**config.mk**
```make
export PLATFORM = sky130hd
export DESIGN_NAME = matmul_sequencer_flat
export DESIGN_NICKNAME = d
export VERILOG_FILES = /design/src/rtl/matmul_sequencer_if.sv /design/src/rtl/matmul_sequencer.sv /design/src/flat_wrapper.sv
export SDC_FILE = /design/constraint.sdc
export NUM_CORES = 1
export LEC_CHECK = 0
export CAP_MARGIN = 20
export CORE_MARGIN = 5
export CORE_UTILIZATION = 47
export DETAILED_ROUTE_END_ITERATION = 10
export PLACE_DENSITY = 0.83
export SLEW_MARGIN = 20
export SYNTH_ARGS = -nofsm -noshare
export SYNTH_HDL_FRONTEND = slang
export SYNTH_SLANG_ARGS = --single-unit
```
**constraint.sdc**
```tcl
create_clock -name clk_i -period 4.6 [get_ports clk_i]
set_clock_uncertainty 0.15 [all_clocks]
set_input_delay 0.92 -clock clk_i [delete_from_list [all_inputs] [get_ports clk_i]]
set_output_delay 0.92 -clock clk_i [all_outputs]
set_load 0.01 [all_outputs]
```
**src/rtl/matmul_sequencer_if.sv**
```systemverilog
// Control/status and PE-array handshake bundle for matmul_sequencer.
// master = control register / buffer side, slave = the sequencer.
interface matmul_sequencer_if #(
    parameter int CNT_W = 16
);
    logic             start_i;
    logic             mode_i;
    logic [1:0]       dim_n_i;
    logic [1:0]       dim_k_i;
    logic [1:0]       dim_m_i;
    logic             stall_i;
    logic             wr_ready_i;
    logic             busy_o;
    logic             done_o;
    logic             err_o;
    logic             issue_valid_o;
    logic [1:0]       k_idx_o;
    logic             pe_clear_o;
    logic             wr_en_o;
    logic [1:0]       wr_row_o;
    logic [1:0]       wr_col_o;
    logic             acc_mode_o;
    logic [CNT_W-1:0] perf_cycles_o;

    modport master (
        output start_i, mode_i, dim_n_i, dim_k_i, dim_m_i, stall_i, wr_ready_i,
        input  busy_o, done_o, err_o, issue_valid_o, k_idx_o, pe_clear_o,
               wr_en_o, wr_row_o, wr_col_o, acc_mode_o, perf_cycles_o
    );

    modport slave (
        input  start_i, mode_i, dim_n_i, dim_k_i, dim_m_i, stall_i, wr_ready_i,
        output busy_o, done_o, err_o, issue_valid_o, k_idx_o, pe_clear_o,
               wr_en_o, wr_row_o, wr_col_o, acc_mode_o, perf_cycles_o
    );
endinterface

```
**src/rtl/matmul_sequencer.sv**
```systemverilog
// Sequences one N x K x M matrix-multiply job: operand issue, pipeline drain, result write-back.
// Optional job cycle counter enabled by defining SEQ_PERF_CNT_EN.
module matmul_sequencer #(
    parameter int PIPE_LAT = 2,
    parameter int CNT_W    = 16
) (
    input  logic                clk_i,
    input  logic                rst_ni,
    matmul_sequencer_if.slave   bus
);

    if (PIPE_LAT < 1 || PIPE_LAT > 15) begin : g_bad_lat
        $error("matmul_sequencer: PIPE_LAT must be in 1..15");
    end

    localparam logic [3:0] LAT_LAST = 4'(PIPE_LAT - 1);

    typedef enum logic [2:0] {
        IDLE    = 3'd0,
        COMPUTE = 3'd1,
        DRAIN   = 3'd2,
        WRITE   = 3'd3,
        DONE    = 3'd4
    } state_e;

    // Dimensions stay in the dim-1 encoding so "last index" is a direct compare.
    typedef struct packed {
        logic       mode;
        logic [1:0] n;
        logic [1:0] k;
        logic [1:0] m;
    } cfg_t;

    state_e     state_q, state_d;
    cfg_t       cfg_q;
    logic [1:0] k_cnt_q;
    logic [3:0] lat_cnt_q;
    logic [1:0] row_q, col_q;

    logic start_acc;
    logic issue;
    logic k_last;
    logic wr_acc;
    logic wr_last;
    logic busy;

    always_ff @(posedge clk_i) begin
        if (!rst_ni) state_q <= IDLE;
        else         state_q <= state_d;
    end

    always_comb begin
        state_d   = state_q;
        start_acc = 1'b0;
        issue     = 1'b0;
        k_last    = 1'b0;
        wr_acc    = 1'b0;
        wr_last   = 1'b0;
        case (state_q)
            IDLE: begin
                if (bus.start_i) begin
                    start_acc = 1'b1;
                    state_d   = COMPUTE;
                end
            end
            COMPUTE: begin
                issue  = !bus.stall_i;
                k_last = (k_cnt_q == cfg_q.k);
                if (issue && k_last) state_d = DRAIN;
            end
            DRAIN: begin
                if (lat_cnt_q == LAT_LAST) state_d = WRITE;
            end
            WRITE: begin
                wr_acc  = bus.wr_ready_i;
                wr_last = (row_q == cfg_q.n) && (col_q == cfg_q.m);
                if (wr_acc && wr_last) state_d = DONE;
            end
            DONE: begin
                // start_i here is deliberately ignored; a held level is taken next cycle in IDLE
                state_d = IDLE;
            end
            default: state_d = IDLE;
        endcase
    end

    always_ff @(posedge clk_i) begin
        if (!rst_ni) begin
            cfg_q     <= '0;
            k_cnt_q   <= '0;
            lat_cnt_q <= '0;
            row_q     <= '0;
            col_q     <= '0;
        end else begin
            if (start_acc) begin
                cfg_q   <= '{mode: bus.mode_i, n: bus.dim_n_i, k: bus.dim_k_i, m: bus.dim_m_i};
                k_cnt_q <= '0;
            end else if (issue) begin
                k_cnt_q <= k_last ? 2'd0 : k_cnt_q + 2'd1;
            end

            if (state_q == DRAIN) lat_cnt_q <= lat_cnt_q + 4'd1;
            else                  lat_cnt_q <= '0;

            // Row-major walk, column fastest; only accepted writes advance it.
            if (state_q == DRAIN) begin
                row_q <= '0;
                col_q <= '0;
            end else if (wr_acc) begin
                if (col_q == cfg_q.m) begin
                    col_q <= '0;
                    row_q <= row_q + 2'd1;
                end else begin
                    col_q <= col_q + 2'd1;
                end
            end
        end
    end

    assign busy              = (state_q != IDLE);
    assign bus.busy_o        = busy;
    assign bus.done_o        = (state_q == DONE);
    assign bus.err_o         = bus.start_i &&
                               (state_q == COMPUTE || state_q == DRAIN || state_q == WRITE);
    assign bus.issue_valid_o = issue;
    assign bus.k_idx_o       = (state_q == COMPUTE) ? k_cnt_q : 2'd0;
    assign bus.pe_clear_o    = issue && (k_cnt_q == 2'd0) && !cfg_q.mode;
    assign bus.wr_en_o       = (state_q == WRITE);
    assign bus.wr_row_o      = (state_q == WRITE) ? row_q : 2'd0;
    assign bus.wr_col_o      = (state_q == WRITE) ? col_q : 2'd0;
    assign bus.acc_mode_o    = cfg_q.mode;

`ifdef SEQ_PERF_CNT_EN
    logic [CNT_W-1:0] cyc_q, cyc_inc, perf_q;

    assign cyc_inc = (&cyc_q) ? cyc_q : cyc_q + CNT_W'(1);

    // The DONE-cycle snapshot uses cyc_inc so the DONE cycle itself is counted.
    always_ff @(posedge clk_i) begin
        if (!rst_ni) begin
            cyc_q  <= '0;
            perf_q <= '0;
        end else begin
            if (start_acc)  cyc_q <= '0;
            else if (busy)  cyc_q <= cyc_inc;
            if (state_q == DONE) perf_q <= cyc_inc;
        end
    end

    assign bus.perf_cycles_o = perf_q;
`else
    assign bus.perf_cycles_o = {CNT_W{1'b0}};
`endif

endmodule

```
**src/flat_wrapper.sv**
```systemverilog
// flat-port wrapper written by rule: the top's interface ports become plain ports
module matmul_sequencer_flat 
#(
    parameter int PIPE_LAT = 2,
    parameter int CNT_W    = 16
)
  (clk_i, rst_ni, bus_start_i, bus_mode_i, bus_dim_n_i, bus_dim_k_i, bus_dim_m_i, bus_stall_i, bus_wr_ready_i, bus_busy_o, bus_done_o, bus_err_o, bus_issue_valid_o, bus_k_idx_o, bus_pe_clear_o, bus_wr_en_o, bus_wr_row_o, bus_wr_col_o, bus_acc_mode_o, bus_perf_cycles_o);
  matmul_sequencer_if #(.CNT_W(CNT_W)) bus_i ();
  input  logic clk_i;
  input  logic rst_ni;
  input wire logic [$bits(bus_i.start_i)-1:0] bus_start_i;
  input wire logic [$bits(bus_i.mode_i)-1:0] bus_mode_i;
  input wire logic [$bits(bus_i.dim_n_i)-1:0] bus_dim_n_i;
  input wire logic [$bits(bus_i.dim_k_i)-1:0] bus_dim_k_i;
  input wire logic [$bits(bus_i.dim_m_i)-1:0] bus_dim_m_i;
  input wire logic [$bits(bus_i.stall_i)-1:0] bus_stall_i;
  input wire logic [$bits(bus_i.wr_ready_i)-1:0] bus_wr_ready_i;
  output wire logic [$bits(bus_i.busy_o)-1:0] bus_busy_o;
  output wire logic [$bits(bus_i.done_o)-1:0] bus_done_o;
  output wire logic [$bits(bus_i.err_o)-1:0] bus_err_o;
  output wire logic [$bits(bus_i.issue_valid_o)-1:0] bus_issue_valid_o;
  output wire logic [$bits(bus_i.k_idx_o)-1:0] bus_k_idx_o;
  output wire logic [$bits(bus_i.pe_clear_o)-1:0] bus_pe_clear_o;
  output wire logic [$bits(bus_i.wr_en_o)-1:0] bus_wr_en_o;
  output wire logic [$bits(bus_i.wr_row_o)-1:0] bus_wr_row_o;
  output wire logic [$bits(bus_i.wr_col_o)-1:0] bus_wr_col_o;
  output wire logic [$bits(bus_i.acc_mode_o)-1:0] bus_acc_mode_o;
  output wire logic [$bits(bus_i.perf_cycles_o)-1:0] bus_perf_cycles_o;
  assign bus_i.start_i = bus_start_i;
  assign bus_i.mode_i = bus_mode_i;
  assign bus_i.dim_n_i = bus_dim_n_i;
  assign bus_i.dim_k_i = bus_dim_k_i;
  assign bus_i.dim_m_i = bus_dim_m_i;
  assign bus_i.stall_i = bus_stall_i;
  assign bus_i.wr_ready_i = bus_wr_ready_i;
  assign bus_busy_o = bus_i.busy_o;
  assign bus_done_o = bus_i.done_o;
  assign bus_err_o = bus_i.err_o;
  assign bus_issue_valid_o = bus_i.issue_valid_o;
  assign bus_k_idx_o = bus_i.k_idx_o;
  assign bus_pe_clear_o = bus_i.pe_clear_o;
  assign bus_wr_en_o = bus_i.wr_en_o;
  assign bus_wr_row_o = bus_i.wr_row_o;
  assign bus_wr_col_o = bus_i.wr_col_o;
  assign bus_acc_mode_o = bus_i.acc_mode_o;
  assign bus_perf_cycles_o = bus_i.perf_cycles_o;
  matmul_sequencer #(.PIPE_LAT(PIPE_LAT), .CNT_W(CNT_W)) u_core (.clk_i(clk_i), .rst_ni(rst_ni), .bus(bus_i));
endmodule
```
Yosys cells after proc, flatten, opt, wreduce, memory -nomap -nowiden
Index checks and enable logic that the tools add are counted.
W data, S select, Z words.
{ "totals": {"regBits": 20, "in_bits": 12, "word_cells": 59} }
{ "op_classes": {"addsub": 4, "eq_ne": 12, "mux": 15, "bitwise_logic": 1, "n_reduce_logical": 18} }
{ "op_table": {"columns": ["operator", "n"], "rows": [
  ["$mux W3", 4],
  ["$pmux W3 S4", 1],
  ["$mux W2", 5],
  ["$add A2 B1 Y2 const B", 3],
  ["$eq A2 B2 Y1", 3],
  ["$eq A3 B2 Y1 const B", 2],
  ["$logic_and A1 B1 Y1", 6],
  ["$ne A2 B1 Y1 const B", 3],
  ["$mux W1", 5],
  ["$add A4 B1 Y4 const B", 1],
  ["$eq A4 B1 Y1 const B", 1],
  ["$reduce_and A2 Y1", 2],
  ["$reduce_and A4 Y1", 1],
  ["$reduce_or A2 Y1", 2],
  ["$eq A3 B1 Y1 const B", 1],
  ["$eq A3 B3 Y1 const B", 1],
  ["$logic_not A3 Y1", 1],
  ["$reduce_bool A3 Y1", 1],
  ["$logic_not A1 Y1", 2],
  ["$logic_not A2 Y1", 1],
  ["$logic_or A1 B1 Y1", 2],
  ["$ne A2 B2 Y1 const B", 1],
  ["$not A1 Y1", 1]
]} }

Depth between registers and ports, before layout
Gate-level depths: netlist (run 1).
{ "depth": {"word_depth": 5, "depth_mapped": 6} }

Worst setup path before layout (run 1)
Ideal clock, no wire load.
{ "synth_path": {"path_type": "input to output", "start": "in bus_stall_i", "end": "out bus_pe_clear_o", "arrival_ns": 1.768, "slack_ns": 1.762, "stages": 2, "path_buffers": 0, "path_cell_list": "or4b_4 > nor3b_1"} }
{ "synth_between": {"elab_chain_len": 4} }
{ "synth_lines": {"columns": ["element", "line_no", "text"], "rows": [
  ["start, declared", "flat_wrapper.sv:16", "input wire logic [$bits(bus_i.stall_i)-1:0] bus_stall_i;"],
  ["$logic_not A1 Y1", "matmul_sequencer.sv:67", "issue = !bus.stall_i;"],
  ["$mux W1", "matmul_sequencer.sv:59", "case (state_q)"],
  ["$logic_and A1 B1 Y1 (2 in a row)", "matmul_sequencer.sv:127", "assign bus.pe_clear_o = issue && (k_cnt_q == 2'd0) && !cfg_q.mode;"],
  ["end, declared", "flat_wrapper.sv:23", "output wire logic [$bits(bus_i.pe_clear_o)-1:0] bus_pe_clear_o;"]
]} }
Every way passes these cells.

Worst setup path after layout (run 1)
Same ends and word-level chain as after synthesis.

==> out/qor.yml, run 1 <==
status: "finished clean"
finalSetupViolCount: 0
die_x_um: 59.41
finalWorstSetupSlack_ps: 891.9
synth_area_leaders: "dfxtp_1 35%, buf_4 11%, nand2_1 7.2%, xnor2_1 6.9%, nor2_1 4.3%"
p_leak_nw: 0.5144
finalHoldViolCount: 0
synth_most_common_cell: "nand2_1"
dieArea_mm2: 0.003530
async_flop_share_pct: 0
fin_crit_ps: 3708
placed_cell_area_mm2: 0.001334
drt-total-wl_mm: 2.389
vdd_drop_max_mv: 0.1787
synthTopCellsByCount: "22 x nand2_1, 20 x dfxtp_1, 17 x buf_4, 13 x nor2_1, 9 x xnor2_1"
fillers: 215
fmax_ghz: 0.2697
yosysSeqAreaShare_pct: 34.90
cp.required_ps: 3530
syn-cell-area_mm2: 0.001147
drive_above_1_share_pct: 5.521
diodes: 0
fin_area_mm2: 0.001370
synth_enable_flop_cells: 0
start_kind: "input port"
synth_area_per_cell_um2: 8.080
synth.top_cell.area_share_pct: 34.90
yosysWarnings: 0
rows: 18
total_power_w: 0.0003571
syn_inst: 142
cts_made_buffers: 3
h-tree-depth: 1
drt_first_pass_iters: 6
syn2layout_area_growth_pct: 19.41
rsz0062_at_grt: "false"
antenna_found_initial: 0
cts_root_buf: "clkbuf_4"
timing.final.crit_share_pct: 80.61
via_per_inst: 4.974
ys_seq_elements: 20
drv_cap: 0
arrival_ps: 2640
yosysTopAreaCell: "dfxtp_1"
p_per_area_mw_per_mm2: 260.6
ys_types: 34
start_util_pct: 47.61
cp_max_fo: 4
slew_viol_final: 0
grt_use_total_pct: 14.87
ios: 41
clkLatencyLatePin_ps: 300
final_util_pct: 56.85
end_kind: "output port"
grt_pass1_wl_mm: 3.946
drc: 0
clock-sinks: 20
worst-setup-path-type: "in -> out"
timing.setup.tns_ps: 0
post_drt_wl_per_cell_um: 12.38
overflow: 0
gp_congestion: 0.8039
cts_setup_buffers: 0
clk_path_buf_depth: 2
grt_max_degree: 15
cts_tree: "done"
cts_resized: 0
clk_pin_slew_ps: 110
hold_path.class: "reg -> reg"
io_buffer_count: 24
via_count: 960
core-area_mm2: 0.002410
final_nets: 179
drtIter0Drc: 20
place_ws_ps: 895.8
ctsHoldBuffers: 0
synthFlopType: "dfxtp_1"
ant_nets: 0
grt_pass1_vias: 941
die_y_um: 59.41
hpwlAfterDp_mm: 1.826
## placed cells by master (no fill, tap or decap)
cell type         n
nand4_1           2
conb_1           16
dfxtp_1          20
a31oi_1           1
inv_1             6
xor2_1            1
nand2b_1          2
nor4_1            2
xnor2_1           9
or4b_4            1
mux2i_1           1
and3b_1           1
a21oi_1           5
o21ai_0           1
a21oi_2           2
a21boi_1          1
clkbuf_4          3
o311a_1           1
or3_1             2
and2_1            5
nor3_2            1
o31ai_1           1
nand2_1          22
nor2_1           13
nand4b_1          1
nand3_1           4
nor3_1            1
clkbuf_8          1
and4bb_2          1
ha_1              3
nand3b_1          1
clkdlybuf4s50_1  24
a21boi_0          6
nor3b_1           2
## cell families after synthesis
family | count (synthesis) | share of synthesized area (%)
AND/OR/NAND/NOR | 61 | 27.37
adder cells (fa/ha/maj) | 3 | 3.272
XOR/XNOR | 10 | 7.634
flip-flops | 20 | 34.90
buffers and inverters | 28 | 14.83
other | 1 | 0.3268
multiplexers | 1 | 0.8724
AO/OA/AOI/OAI | 18 | 10.80
## registers in the layout, indices dropped and copies added, names as in the netlist
| name | count |
|---|---|
| u_core.cfg_q | 6 |
| u_core.lat_cnt_q | 4 |
| u_core.state_q | 3 |
| u_core.col_q | 2 |
| u_core.k_cnt_q | 2 |
| u_core.row_q | 2 |
| u_core.bus.acc_mode_o | 1 |
## routing by layer
layer / GRT usage, % / up-vias / share of wire [%]
met2: 26.83 / 34 / 51
met3: 3.704 / 9 / 7.0
li1: - / 476 / -
met1: 15.65 / 441 / 39
met4: 7.767 / 0 / 3.1
met5: 0 / - / 0
## through the flow
stage,hold slack [ps],instances
CTS,327.6,193
detailed placement,312.2,189
finish,332.3,193
floorplan,283.4,157
global route,351.6,193
global placement,295.8,189
## where the power goes
part           leakage (nW)   total, W  internal (W)  switching, W
sequential            0.163   0.000189      0.000180    0.00000908
clock                0.0210   0.000102     0.0000483     0.0000536
combinational         0.331  0.0000660     0.0000306     0.0000354
## layout make-up
type | count | area (um2) | area share [%]
Sequential cell | 20 | 400.4 | 29.22
Timing Repair Buffer | 24 | 240.2 | 17.53
Multi-Input combinational cell | 109 | 633.1 | 46.21
Inverter | 6 | 22.52 | 1.644
Clock buffer | 4 | 36.28 | 2.648
Tap cell | 30 | 37.54 | 2.740
## critical path: stages
cell and delay (ps):
clkdlybuf4s50_1 430, or4b_4 520, nor3b_1 200, clkdlybuf4s50_1 560
## worst paths after layout
kind	endpoint	from	slack, ps	cells past startpoint
setup / recovery	bus_pe_clear_o	bus_stall_i	890	4
hold / removal	u_core.lat_cnt_q[0]$_SDFF_PN0_	u_core.lat_cnt_q[0]$_SDFF_PN0_	330	1
setup reg to reg	u_core.k_cnt_q[1]$_SDFFE_PP0P_	u_core.state_q[0]$_SDFFE_PN0P_	2950	4
hold reg to reg	u_core.lat_cnt_q[0]$_SDFF_PN0_	u_core.lat_cnt_q[0]$_SDFF_PN0_	330	1
Note: power is estimated with default switching activity, not from simulation.
==> run 2, diff against run 1 <==
- CORE_UTILIZATION: 47 -> 44
- PLACE_DENSITY: 0.83 -> 0.79
- clock period: 4.6 -> 3.5 ns (I/O delays scaled with it)
==> run 2 against run 1 <==
Clock power increased by 32%. Final area is the same. Count of clock-buffer cells in the layout unchanged. Register-to-register slack got worse by 1100 ps. Sequential share of layout area unchanged. First-iteration DRC count is 5.0% lower. Via count fell by 0.21%.
==> out/qor.yml, run 2 (same netlist as run 1, synthesis figures left out) <==
vdd_drop_max_mv: 0.2569
timing.final.crit_share_pct: 94.91
regMostFlops: "u_core.cfg_q"
post_drt_wl_per_cell_um: 12.15
ant_nets: 0
fin_area_mm2: 0.001370
fmax_ghz: 0.3010
p_leak_nw: 0.5144
fillers: 233
path_cells: "clkdlybuf4s50_1, or4b_4, nor3b_1, clkdlybuf4s50_1"
hpwlAfterDp_mm: 1.856
overflow: 0
end_kind: "output port"
core-area_mm2: 0.002477
drt_first_pass_iters: 4
cp_max_fo: 4
rows: 18
diodes: 0
cp_common_cell: "clkdlybuf4s50_1"
largest_reg_flops: 6
die_y_um: 61.07
clk_pin_slew_ps: 110
worst-setup-path-type: "in -> out"
cts_tree: "done"
clock-sinks: 20
dieArea_mm2: 0.003729
largestRegisters: "u_core.cfg_q: 6 flops, u_core.lat_cnt_q: 4 flops, u_core.state_q: 3 flops"
antenna_found_initial: 0
mostFrequentLayoutCells: "24 x clkdlybuf4s50_1, 22 x nand2_1, 20 x dfxtp_1"
cts_root_buf: "clkbuf_4"
die_x_um: 61.07
grt_use_total_pct: 14.03
p_per_area_mw_per_mm2: 342.8
drive_above_1_share_pct: 5.521
gp_congestion: 0.8098
h-tree-depth: 1
dp_cells: 189
clk_path_buf_depth: 2
finalSetupViolCount: 0
fin_crit_ps: 3322
drt-total-wl_mm: 2.344
final_nets: 179
drc: 0
final_cells: 193
start_kind: "input port"
syn2layout_area_growth_pct: 19.41
placed_cell_area_mm2: 0.001334
cts_made_buffers: 3
grt_pass1_wl_mm: 3.953
grt_max_degree: 15
via_per_inst: 4.964
clkLatencyLatePin_ps: 300
cts_resized: 0
grt_pass1_vias: 930
crit_slowest_cell: "clkdlybuf4s50_1"
final_common_cell: "clkdlybuf4s50_1"
ios: 41
io_buffer_count: 24
slew_viol_final: 0
r2r_setup_slack_ps: 1860
drv_cap: 0
ctsHoldBuffers: 0
arrival_ps: 2470
slowest_delay_ps: 580
rsz0062_at_grt: "false"
cts_setup_buffers: 0
finalHoldViolCount: 0
drtIter0Drc: 19
status: "finished clean"
start_util_pct: 46.31
timing.setup.tns_ps: 0
via_count: 958
cp.required_ps: 2650
hold_path.class: "reg -> reg"
==> run 2: area by class of cell <==
class,count,area (um2),area share [%]
Clock buffer,4,36.28,2.648
Multi-Input combinational cell,109,633.1,46.21
Tap cell,30,37.54,2.740
Timing Repair Buffer,24,240.2,17.53
Inverter,6,22.52,1.644
Sequential cell,20,400.4,29.22
==> run 2: routing by layer <==
| metal | part of all wire [%] | up-vias | GRT usage (%) |
|---|---|---|---|
| met2 | 51 | 26 | 24.92 |
| met3 | 5.8 | 4 | 1.887 |
| met5 | 0 | - | 0 |
| li1 | - | 476 | - |
| met1 | 42 | 452 | 16.60 |
| met4 | 1.3 | 0 | 6.502 |
==> run 2: worst max-delay path: cells and delay by family <==
family	cells	cell delay, ps
buffers and inverters	2	1000
AND/OR/NAND/NOR	2	770
==> run 2: metrics by stage <==
step	setup slack [ps]	power (W)	hold slack (ps)	utilization, %
6_report	178.0	0.0004696	328.3	55.30
5_1_grt	138.0	0.0004969	360.2	55.30
3_3_place_gp	259.8	0.0003361	294.6	53.84
3_5_place_dp	184.2	0.0003394	311.5	53.84
4_1_cts	177.0	0.0004740	339.6	55.30
2_1_floorplan	1102	0.0003192	283.4	-
==> run 2: worst paths after layout <==
check | from | to | cells past startpoint
setup / recovery | bus_stall_i | bus_pe_clear_o | 4
hold / removal | u_core.lat_cnt_q[0]$_SDFF_PN0_ | u_core.lat_cnt_q[0]$_SDFF_PN0_ | 1
setup reg to reg | u_core.state_q[1]$_SDFFE_PN0P_ | u_core.k_cnt_q[0]$_SDFFE_PP0P_ | 4
hold reg to reg | u_core.lat_cnt_q[0]$_SDFF_PN0_ | u_core.lat_cnt_q[0]$_SDFF_PN0_ | 1
==> run 2: report_power, final <==
part	internal [W]	switching (W)
registers	0.000237	0.0000121
clock network	0.0000635	0.0000714
logic	0.0000402	0.0000457
total	0.000340	0.000129
==> run 3, diff against run 2 <==
- HOLD_SLACK_MARGIN: unset -> 0.06
==> results of run 3 <==
The final DEF is identical to that of run 2; final timing and power are the same.
